`config.mk`:
```
export PLATFORM = sky130hd
export DESIGN_NAME = rr_mux_arbiter
export DESIGN_NICKNAME = d
export VERILOG_FILES = /design/src/rtl/mux_arb_pkg.sv /design/src/rtl/rr_priority_picker.sv /design/src/rtl/rr_mux_arbiter.sv
export SDC_FILE = /design/constraint.sdc
export NUM_CORES = 1
export LEC_CHECK = 0
export CORE_MARGIN = 8
export CORE_UTILIZATION = 45
export DETAILED_ROUTE_END_ITERATION = 8
export GPL_TIMING_DRIVEN = 0
export PLACE_DENSITY = 0.95
export REMOVE_ABC_BUFFERS = 1
export SLEW_MARGIN = 30
export SYNTH_ARGS = -nofsm -noshare
export SYNTH_HDL_FRONTEND = slang
export SYNTH_HIERARCHICAL = 1
export SYNTH_SLANG_ARGS = --single-unit
export TNS_END_PERCENT = 100
```
`constraint.sdc`:
```
create_clock -name clk -period 6.56 [get_ports clk]
set_input_delay 1.312 -clock clk [delete_from_list [all_inputs] [get_ports clk]]
set_output_delay 1.312 -clock clk [all_outputs]
set_load 0.05 [all_outputs]
```
`src/rtl/mux_arb_pkg.sv`:
```
// rtl/mux_arb_pkg.sv - shared constants and state type for the round-robin mux arbiter
package mux_arb_pkg;
   localparam int N_REQ = 4;
   localparam int SEL_W = 2;

   typedef enum logic {
      IDLE = 1'b0,
      BUSY = 1'b1
   } arb_state_t;
endpackage

```
`src/rtl/rr_priority_picker.sv`:
```
// rtl/rr_priority_picker.sv - rotating first-set search starting at ptr, wrapping modulo N_REQ
import mux_arb_pkg::*;

module rr_priority_picker (
   input  logic [N_REQ-1:0] req,
   input  logic [SEL_W-1:0] ptr,
   output logic [N_REQ-1:0] pick,
   output logic [SEL_W-1:0] code
);

   logic             w_found;
   logic [SEL_W-1:0] w_idx;

   always_comb begin
      pick    = '0;
      code    = ptr;
      w_found = 1'b0;
      w_idx   = ptr;
      for (int k = 0; k < N_REQ; k++) begin
         // 2-bit addition wraps 3 back to 0
         w_idx = ptr + SEL_W'(k);
         if (!w_found && req[w_idx]) begin
            w_found     = 1'b1;
            pick[w_idx] = 1'b1;
            code        = w_idx;
         end
      end
   end

endmodule

```
`src/rtl/rr_mux_arbiter.sv`:
```
// rtl/rr_mux_arbiter.sv - 4-way round-robin burst arbiter steering one requester onto a shared stream
import mux_arb_pkg::*;

module rr_mux_arbiter #(
   parameter int DATA_W    = 8,
   parameter int MAX_BURST = 4
) (
   input  logic                    clk,
   input  logic                    rst_n,
   input  logic [N_REQ-1:0]        in_valid,
   input  logic [N_REQ*DATA_W-1:0] in_data,
   output logic [N_REQ-1:0]        in_ready,
   output logic                    out_valid,
   output logic [DATA_W-1:0]       out_data,
   input  logic                    out_ready,
   output logic [N_REQ-1:0]        grant,
   output logic [SEL_W-1:0]        sel
);

   localparam int BEAT_W = $clog2(MAX_BURST + 1);

   arb_state_t         r_state;
   logic [SEL_W-1:0]   r_ptr;
   logic [SEL_W-1:0]   r_sel;
   logic [N_REQ-1:0]   r_grant;
   logic [BEAT_W-1:0]  r_beat;

   arb_state_t         w_state_nxt;
   logic [SEL_W-1:0]   w_ptr_nxt;
   logic [SEL_W-1:0]   w_sel_nxt;
   logic [N_REQ-1:0]   w_grant_nxt;
   logic [BEAT_W-1:0]  w_beat_nxt;

   logic [N_REQ-1:0]   w_pick;
   logic [SEL_W-1:0]   w_code;
   logic               w_xfer;
   logic               w_last;

   rr_priority_picker u_picker (
      .req  (in_valid),
      .ptr  (r_ptr),
      .pick (w_pick),
      .code (w_code)
   );

   assign out_valid = (r_state == BUSY) && in_valid[r_sel];
   assign out_data  = in_data[r_sel*DATA_W +: DATA_W];
   assign in_ready  = {N_REQ{out_ready}} & r_grant;
   assign grant     = r_grant;
   assign sel       = r_sel;

   assign w_xfer = out_valid && out_ready;
   assign w_last = (r_beat == BEAT_W'(MAX_BURST - 1));

   always_comb begin
      w_state_nxt = r_state;
      w_ptr_nxt   = r_ptr;
      w_sel_nxt   = r_sel;
      w_grant_nxt = r_grant;
      w_beat_nxt  = r_beat;
      case (r_state)
         IDLE: begin
            if (|in_valid) begin
               w_state_nxt = BUSY;
               w_grant_nxt = w_pick;
               w_sel_nxt   = w_code;
               w_beat_nxt  = '0;
            end
         end
         BUSY: begin
            // owner withdrew or just finished its final permitted beat
            if (!in_valid[r_sel] || (w_xfer && w_last)) begin
               w_state_nxt = IDLE;
               w_grant_nxt = '0;
               w_ptr_nxt   = r_sel + SEL_W'(1);
               w_beat_nxt  = '0;
            end else if (w_xfer) begin
               w_beat_nxt = r_beat + BEAT_W'(1);
            end
         end
         default: w_state_nxt = IDLE;
      endcase
   end

   always_ff @(posedge clk or negedge rst_n) begin
      if (!rst_n) begin
         r_state <= IDLE;
         r_ptr   <= '0;
         r_sel   <= '0;
         r_grant <= '0;
         r_beat  <= '0;
      end else begin
         r_state <= w_state_nxt;
         r_ptr   <= w_ptr_nxt;
         r_sel   <= w_sel_nxt;
         r_grant <= w_grant_nxt;
         r_beat  <= w_beat_nxt;
      end
   end

endmodule

```
; ---- Word level (Yosys, flattened, before mapping)
; Cells that the tools add are included.
[totals]
input_bits = 39
register_bits = 12
[classes]
eq_ne = 4
n_lt_le_gt_ge = 9
mux = 38
bitwise = 5
n_reduce_logical = 20
addsub = 5
shift = 1
[op_table]
columns = operator, n
row1 = 32-bit by 6-bit variable part select with 8-bit output, 1
row2 = 4-bit two-way mux, 6
row3 = "2-bit by 3-bit < comparator with 1-bit output, second input constant", 5
row4 = 1-bit two-way mux, 14
row5 = 4-bit OR, 3
row6 = 1-bit binary-select mux with 2-bit select, 5
row7 = 1-bit logical AND, 10
row8 = 3-bit two-way mux, 3
row9 = 1-bit demux with 2-bit select, 4
row10 = "2-bit by 1-bit >= comparator with 1-bit output, second input constant", 4
row11 = 4-bit one-hot mux with 2 select lines, 1
row12 = 2-bit AND reduction, 4
row13 = 2-bit two-way mux, 3
row14 = 3-bit one-hot mux with 2 select lines, 1
row15 = "2-bit by 1-bit adder with 2-bit output, second input constant", 2
row16 = "2-bit adder, second input constant", 2
row17 = 4-bit bitwise AND, 1
row18 = 1-bit zero test, 4
row19 = 4-bit OR reduction, 1
row20 = "3-bit by 1-bit adder with 3-bit output, second input constant", 1
row21 = "3-bit by 2-bit == test with 1-bit output, second input constant", 1
row22 = "3-bit by 1-bit inequality test with 1-bit output, second input constant", 1
row23 = "2-bit by 1-bit inequality test with 1-bit output, second input constant", 1
row24 = "2-bit inequality test, second input constant", 1
row25 = other kinds (3), 3

; ---- Logic depth before layout (Yosys ltp)
[logic_depth]
depth_word = 14
mapped_depth = 9

; ---- Hierarchy
; Netlist, hierarchy kept.
[by_module_without_submodules]
columns = mod, seq_area_each_um2, cells_per_inst, n_inst, area_per_inst_um2
row1 = rr_mux_arbiter, 300.3, 66, 1, 834.6
row2 = rr_priority_picker, 0.0, 53, 1, 441.7

; ---- Worst setup path before layout
; No wires, ideal clock.
[synth_path]
path_type = in2out
from = in in_valid[3]
to = out out_valid
setup_slack_ns = 3.106
stages = 2
arrival_ns = 2.142
path_buffers = 0
cell_sequence = mux4_2 and2_2
[synth_via]
elab_chain_len = 3
[synth_rtl]
columns = item, line_no
row1 = "start, declared", rr_mux_arbiter.sv:10  ; input logic [N_REQ-1:0] in_valid,
row2 = 1-bit binary-select mux with 2-bit select, rr_mux_arbiter.sv:46  ; assign out_valid = (r_state == BUSY) && in_valid[r_sel];
row3 = 1-bit two-way mux (not written as such), rr_mux_arbiter.sv:46
row4 = 1-bit logical AND, rr_mux_arbiter.sv:46
row5 = "end, declared", rr_mux_arbiter.sv:13  ; output logic out_valid,
; No other way between the ends. The select of a mux whose other input is x is not followed.

; ---- Final worst setup path
[layout_path]
from = in in_valid[2]
to = out out_valid
; The elaborated chain is that of the path after synthesis.

==> results.json <==
{
  "run_status": "finished clean",
  "cts_tree": "yes",
  "wl_mm": 4.02,
  "mostFrequentLayoutCells": "clkdlybuf4s50_1 (57), inv_1 (12), dfrtp_1 (12)",
  "detail_route.first_pass.iterations": 4,
  "fmaxAchievable_mhz": 208,
  "cts_buffers": 3,
  "whs_endpoint": "r_beat[0]",
  "setup_viol": 0,
  "relSlewSlack_pct": 55.8,
  "io_pins": 58,
  "final_antenna_net_count": 0,
  "rsz0062_at_grt": "false",
  "start_util_pct": 46.7,
  "worstPathCellList": "clkdlybuf4s50_1, mux4_2, and2_2, clkdlybuf4s50_1",
  "core_area_sq_um": 2730,
  "layout.cells.non_filler": 207,
  "seq_area_frac_synth_pct": 23.5,
  "irDropWorstVdd_mv": 0.378,
  "synth_top_cell_area_share_pct": 23.5,
  "p_per_area_nw_per_um2": 466,
  "use_met2_pct": 32.7,
  "die_y_um": 69.3,
  "diodes": 0,
  "cellLeakagePower_nw": 0.733,
  "critical_path.most_common_cell": "clkdlybuf4s50_1",
  "worst_clock_skew_ns": 0.00103,
  "fin_tns_setup_ns": 0,
  "ys_top_cells_by_area": "dfrtp_1 (24%), mux4_2 (16%), ha_1 (6.9%)",
  "cap_violations": 0,
  "holdBufCountCts": 0,
  "rr_endpoint": "grant[2]",
  "wl_per_cell_um": 19.4,
  "grt_use_met3_pct": 3.58,
  "grtUsageTotal_pct": 16.8,
  "synth-edff-count": 0,
  "dp.cells": 203,
  "synth_cell_types": 44,
  "critPathMaxStageDelay_ns": 0.71,
  "fin_crit_ns": 4.80,
  "vias": 1258,
  "syn-cell-area_sq_um": 1280,
  "clock_latency_ns": 0.29,
  "final_common_cell": "clkdlybuf4s50_1",
  "regToRegStartpoint": "r_ptr[0]",
  "ctsResizeCount": 0,
  "gp_congestion": 0.863,
  "fillerInstances": 190,
  "total_power_w": 0.000874,
  "cp.arrival_ns": 3.49,
  "cts_root_buf": "clkbuf_4",
  "worstPathRequired_ns": 5.25,
  "dpl.hpwl_mm": 2.97,
  "antenna_found_initial": 0,
  "pre_cts_slack_ns": 1.81,
  "areaGrowthSynthToFinish_pct": 46.9,
  "period_share_pct": 73.1,
  "critical_path.endpoint_type": "output pin",
  "rr_worst_depth": 8,
  "holdPathStages": 1,
  "worstHoldStart": "r_beat[0]",
  "synth_ff_type": "dfrtp_1",
  "synth_top_area_cell": "dfrtp_1",
  "drc_errors": 0,
  "syn_inst": 119,
  "tightest_slew_ns": 0.663,
  "busiest_layer": "met2",
  "grt_overflow": 0,
  "htree_levels": 1,
  "worst_slack_ns": 1.76,
  "async_flop_share_pct": 100,
  "slew_viol_final": 0,
  "grt_start_max_net_pins": 16,
  "start_kind": "input pin",
  "syn_avg_cell_area_sq_um": 10.7,
  "met1_usage_pct": 16.2,
  "drtIter0Drc": 75,
  "grt_pass1_wl_mm": 6.64,
  "cts_num_sinks": 12,
  "cpMaxStageDelayCell": "clkdlybuf4s50_1",
  "cts.clk_slew.worst_paths_ns": 0.08,
  "holdWs_ns": 0.507,
  "final_nets": 223,
  "criticalPathCategory": "input pin to output pin",
  "postCtsSetupRepairBufs": 0,
  "die-area_sq_um": 4800,
  "worstPathMaxFanout": 12,
  "num_rows": 19,
  "ys_ff_latch": 12,
  "die_w_um": 69.3,
  "ys.warnings.count": 6,
  "drive_above_1_share_pct": 14.2,
  "grt_pass1_vias": 1330,
  "hold_class": "register to register",
  "io_buffers": 57,
  "hold_viol": 0,
  "clk_path_buf_depth": 2,
  "vias_per_cell": 6.08,
  "r2r_slack_ns": 3.77
}
per-stage QoR:
step	cell area (sq um)	util [%]
floorplan	1230	-
global placement	1840	67.2
detailed placement	1840	67.2
CTS	1870	68.6
global route	1870	68.6
finish	1870	68.6
cells by family after synthesis:
family                     after synthesis  synth area share [%]
DFF                                     12                  23.5
and+or+nand+nor                         35                  17.1
AOI/OAI and AO/OA                       29                  16.7
muxes                                   18                  27.3
buffers and inverters                   16                  7.25
xor gates and xnor gates                 2                  1.37
adders and majority gates                7                  6.86
cells in the mapped netlist (2+ instances only):
master	instances
a21oi_1	6
a22oi_1	5
and2_1	4
buf_6	3
dfrtp_1	12
ha_1	7
inv_1	12
mux2_2	2
mux2i_1	3
mux4_1	2
mux4_2	9
nand2_1	6
nand3_1	4
nor2_1	3
nor2b_1	2
nor3_1	2
o21ai_0	5
o221ai_1	4
o22ai_1	2
or2b_1	2
layout make-up:
cell class	count	area [sq um]	share of cell area, %
inverter	12	45.0	2.40
timing repair buffer	57	571	30.4
multi-input combinational	91	883	47.1
sequential	12	300	16.0
tap	31	38.8	2.07
clock buffer	4	36.3	1.94
flip-flops by register name (all words and copies together), names as in the netlist:
signal	count
grant	4
sel	2
r_ptr	2
r_beat	3
r_state	1
report_power, final:
part           switching (W)  leakage, nW  internal [W]
sequential         0.0000706        0.154      0.000100
clock              0.0000280       0.0210     0.0000339
combinational       0.000360        0.558      0.000281
how the worst max path moves through the flow:
stage | start | endpoint | slack [ns] | cells after the start
global route | in_valid[0] | out_valid | 1.73 | 4
CTS | in_valid[0] | out_valid | 1.79 | 4
floorplan | in_valid[3] | out_valid | 3.11 | 2
global placement | in_valid[2] | out_valid | 1.84 | 4
detailed placement | in_valid[2] | out_valid | 1.81 | 4
finish | in_valid[2] | out_valid | 1.76 | 4
metal layers:
metal	wire, um	up-vias
li1	-	579
met1	1430	616
met2	2260	44
met3	186	19
met4	141	0
met5	0	-
worst max-delay path, delay by kind of cell:
kind          cells  cell delay, ns
simple gates      1            0.25
buf+inv           2            1.31
mux               1            0.62
No activity file was read; power rests on OpenSTA's default activity.
==> patch 1, RTL diff (same flow settings) <==
`N_REQ`: 4 -> 8.
--- a/src/rtl/mux_arb_pkg.sv
+++ b/src/rtl/mux_arb_pkg.sv
@@ -2,3 +2,3 @@
 package mux_arb_pkg;
-   localparam int N_REQ = 4;
+   localparam int N_REQ = 8;
    localparam int SEL_W = 2;
Ports: changed (resized grant, in_data, in_ready and in_valid); port bits go from 58 to 102. The function was not compared with the original's and may differ.
==> patch 1 against the unedited design <==
Setup slack improved by 0.15 ns. Sequential cell count up 4. Total power increased by 19%. Synthesized area is 12% higher. Final cell count rose by 17%. Design area grew 14%. Sequential share of layout area grew 2.7 points. Clock skew increased by 0.0014 ns. Wire length grew 8.2%. Critical path type unchanged.
==> patch 1: results <==
[placed_design]
post-place-ws_ns = 1.90
dp_hpwl_mm = 3.64
numPortBuffers = 69
place_area_um2 = 2120

[finish]
drive_above_1_share_pct = 10.1
nNetsFinal = 282

[pwr]
p_comb_uw = 780
power.clock.fraction_pct = 5.0
p_leak_nw = 0.867

[global_route]
grt_pass1_wl_mm = 6.96
use_met1_pct = 17.7
track_usage_pct = 16.9
use_met2_pct = 32.1

[timing]
max_slew_margin_pct = 42.4

[drt]
wl_mm = 4.35
viasPerCell = 5.49
drt-wirelength-per-cell_um = 17.9

[synthesis]
avgSynthCellArea_um2 = 10.6
yosys-top-cells-count = "16 x dfrtp_1, 15 x nor2_1, 13 x mux2i_1"
seq_area_frac_synth_pct = 28.0

[worst_setup_path]
cp_data_arrival_time_ns = 3.34
regToRegEndpoint = "grant[3]"
regToRegSetupSlack_ns = 3.65
startpoint = "in_valid[0]"

[outcome]
status = "finished clean"

[min_path]
min_from = "r_beat[1]"
patch 1: cell types whose count changed in the layout (fill, tap and decap cells not counted), sizes merged, moves of 5 or more:
cell and change:
mux2i +11, a22oi -5, nor2 +12, inv -6
clkdlybuf4s50 +12
patch 1: critical path, stage by stage:
cell and delay (ns):
clkdlybuf4s50_1 0.58, mux4_2 0.57, nand2_2 0.13, inv_2 0.05
clkdlybuf4s50_1 0.69
patch 1: cell families after synthesis:
family | Yosys count | synth area share (%)
flops | 16 | 28.0
mux | 28 | 29.0
buf+inv | 17 | 6.65
xor+xnor | 2 | 1.23
simple gates | 43 | 17.0
other cells | 1 | 0.262
compound gates | 22 | 12.7
fa+ha+maj | 6 | 5.25
patch 1: area by class of cell:
type                            instances  area (um2)
Multi-Input combinational cell        105         950
Inverter                                6        22.5
Timing Repair Buffer                   69         691
Sequential cell                        16         400
Clock buffer                            3        22.5
Tap cell                               44        55.1
Fill cell                             222         887
==> patch 2, RTL diff (same flow settings) <==
Made on the original files. Make the reset (`rst_n`) synchronous in one clocked block.
--- a/src/rtl/rr_mux_arbiter.sv
+++ b/src/rtl/rr_mux_arbiter.sv
@@ -84,3 +84,3 @@
 
-   always_ff @(posedge clk or negedge rst_n) begin
+   always_ff @(posedge clk) begin
       if (!rst_n) begin
Check against the original RTL: differs if rst_n is asserted again (counterexample within 4 cycles, from zero or initial values and one cycle with rst_n low); with rst_n held inactive, the same outputs for 10 cycles.
==> patch 2 against the unedited design <==
Setup slack better by 0.13 ns. Worst hold slack lost 0.025 ns. Count of clock-buffer cells in the layout unchanged. Clock skew rose by 0.0011 ns. Design area fell by 2.3%. Synthesized area fell by 1.4%. Sequential share of layout area down 2.9 points. Sequential cell count unchanged. Wire length rose by 3.4%. Highest routed layer unchanged.
Power is not compared: it rests on default switching activity, and its combinational part moved more than twofold at a synthesized area within 25%.
==> patch 2: results <==
[synthesis]
ys_types = 44
ys.flop_type = "dfxtp_1"
yosys-top-cells-count = "16 x nand2_1, 12 x dfxtp_1, 9 x inv_1, 9 x mux4_2, 9 x nand3_1"
netlist_top_cells_area = "dfxtp_1 19%, mux4_2 16%, ha_1 7.0%"
seq_area_frac_synth_pct = 19.1
async_flop_share_pct = 0
yosys_warnings = 6

[drt]
drt-wirelength-per-cell_um = 19.2
dr.pass1.iters = 4
drtIter0Drc = 47
viasPerCell = 5.94

[placed_design]
numPortBuffers = 57
place_congestion = 0.856
dp_hpwl_mm = 3.44

[finish]
nNetsFinal = 232
fillers = 216
largest_reg_flops = 4
drive_above_1_share_pct = 12.4
num_antenna_cells = 0

[clock_network]
numCtsBuffers = 3
ctsHtreeMaxLevel = 1
cts_resized = 0
clkTransAtPathRegs_ns = 0.08
cts_buffer_depth = 2
clock_latency_ns = 0.28

[global_route]
grt_max_degree = 22
first_global_vias = 1323
track_usage_pct = 17.5
grt_pass1_wl_mm = 6.35

[timing]
fin_skew_ns = 0.00217
max_slew_margin_pct = 51.7

[pwr]
ir_worst_vdd_uv = 184
p_leak_nw = 0.660

[worst_setup_path]
max_stage_delay_ns = 0.71
cp_data_arrival_time_ns = 3.35
critPathTopFamily = "buffers and inverters"
cp_max_fo = 10
critPathSlowestCell = "clkdlybuf4s50_1"

[min_path]
hold_class = "reg -> reg"

[outcome]
status = "finished clean"
-- patch 2: cell type report --
type / count / share of cell area (%)
tap: 31 / 2.12
sequential: 12 / 13.1
clock buffer: 4 / 1.98
inverter: 9 / 1.85
multi-input combinational: 103 / 49.8
timing repair buffer: 57 / 31.2
-- patch 2: path summary, 6_finish.rpt --
| kind | start | to | slack, ns | cells after the start |
|---|---|---|---|---|
| max | in_valid[0] | out_valid | 1.90 | 5 |
| min | grant[3] | grant[3] | 0.48 | 2 |
| max reg2reg | r_ptr[0] | grant[3] | 3.79 | 8 |
| min reg2reg | grant[3] | grant[3] | 0.48 | 2 |
-- patch 2: kinds of logic after synthesis --
family          count (synthesis)  synth area share, %
buf+inv                        16                 8.55
simple gates                   54                 23.7
xor+xnor                        2                 1.39
fa+ha+maj                       7                 6.96
mux                            16                 25.4
flops                          12                 19.1
compound gates                 24                 14.9
-- patch 2: metrics by stage --
step           instances  instance area, um2  setup slack (ns)  hold WS (ns)
3_5_place_dp         212                1790              1.90         0.472
2_1_floorplan        124                1180              3.11         0.438
4_1_cts              216                1830              1.90         0.486
5_1_grt              216                1830              1.81         0.511
6_report             216                1830              1.90         0.482
3_3_place_gp         212                1790              1.94         0.445
-- patch 2: power breakdown --
part | total, mW | internal [mW] | switching, mW
sequential | 0.0985 | 0.0802 | 0.0183
combinational | 0.215 | 0.0968 | 0.118
clock | 0.0594 | 0.0338 | 0.0257
-- patch 2: routing by layer --
metal  up-vias  routed length [um]  part of all wire (%)  GRT usage (%)
met2        74                2050                    49           33.6
met1       596                1560                    37           17.8
met4         0                  60                   1.4           4.26
li1        607                   -                     -              -
met3         6                 489                    12           5.33
met5         -                   0                     0              0
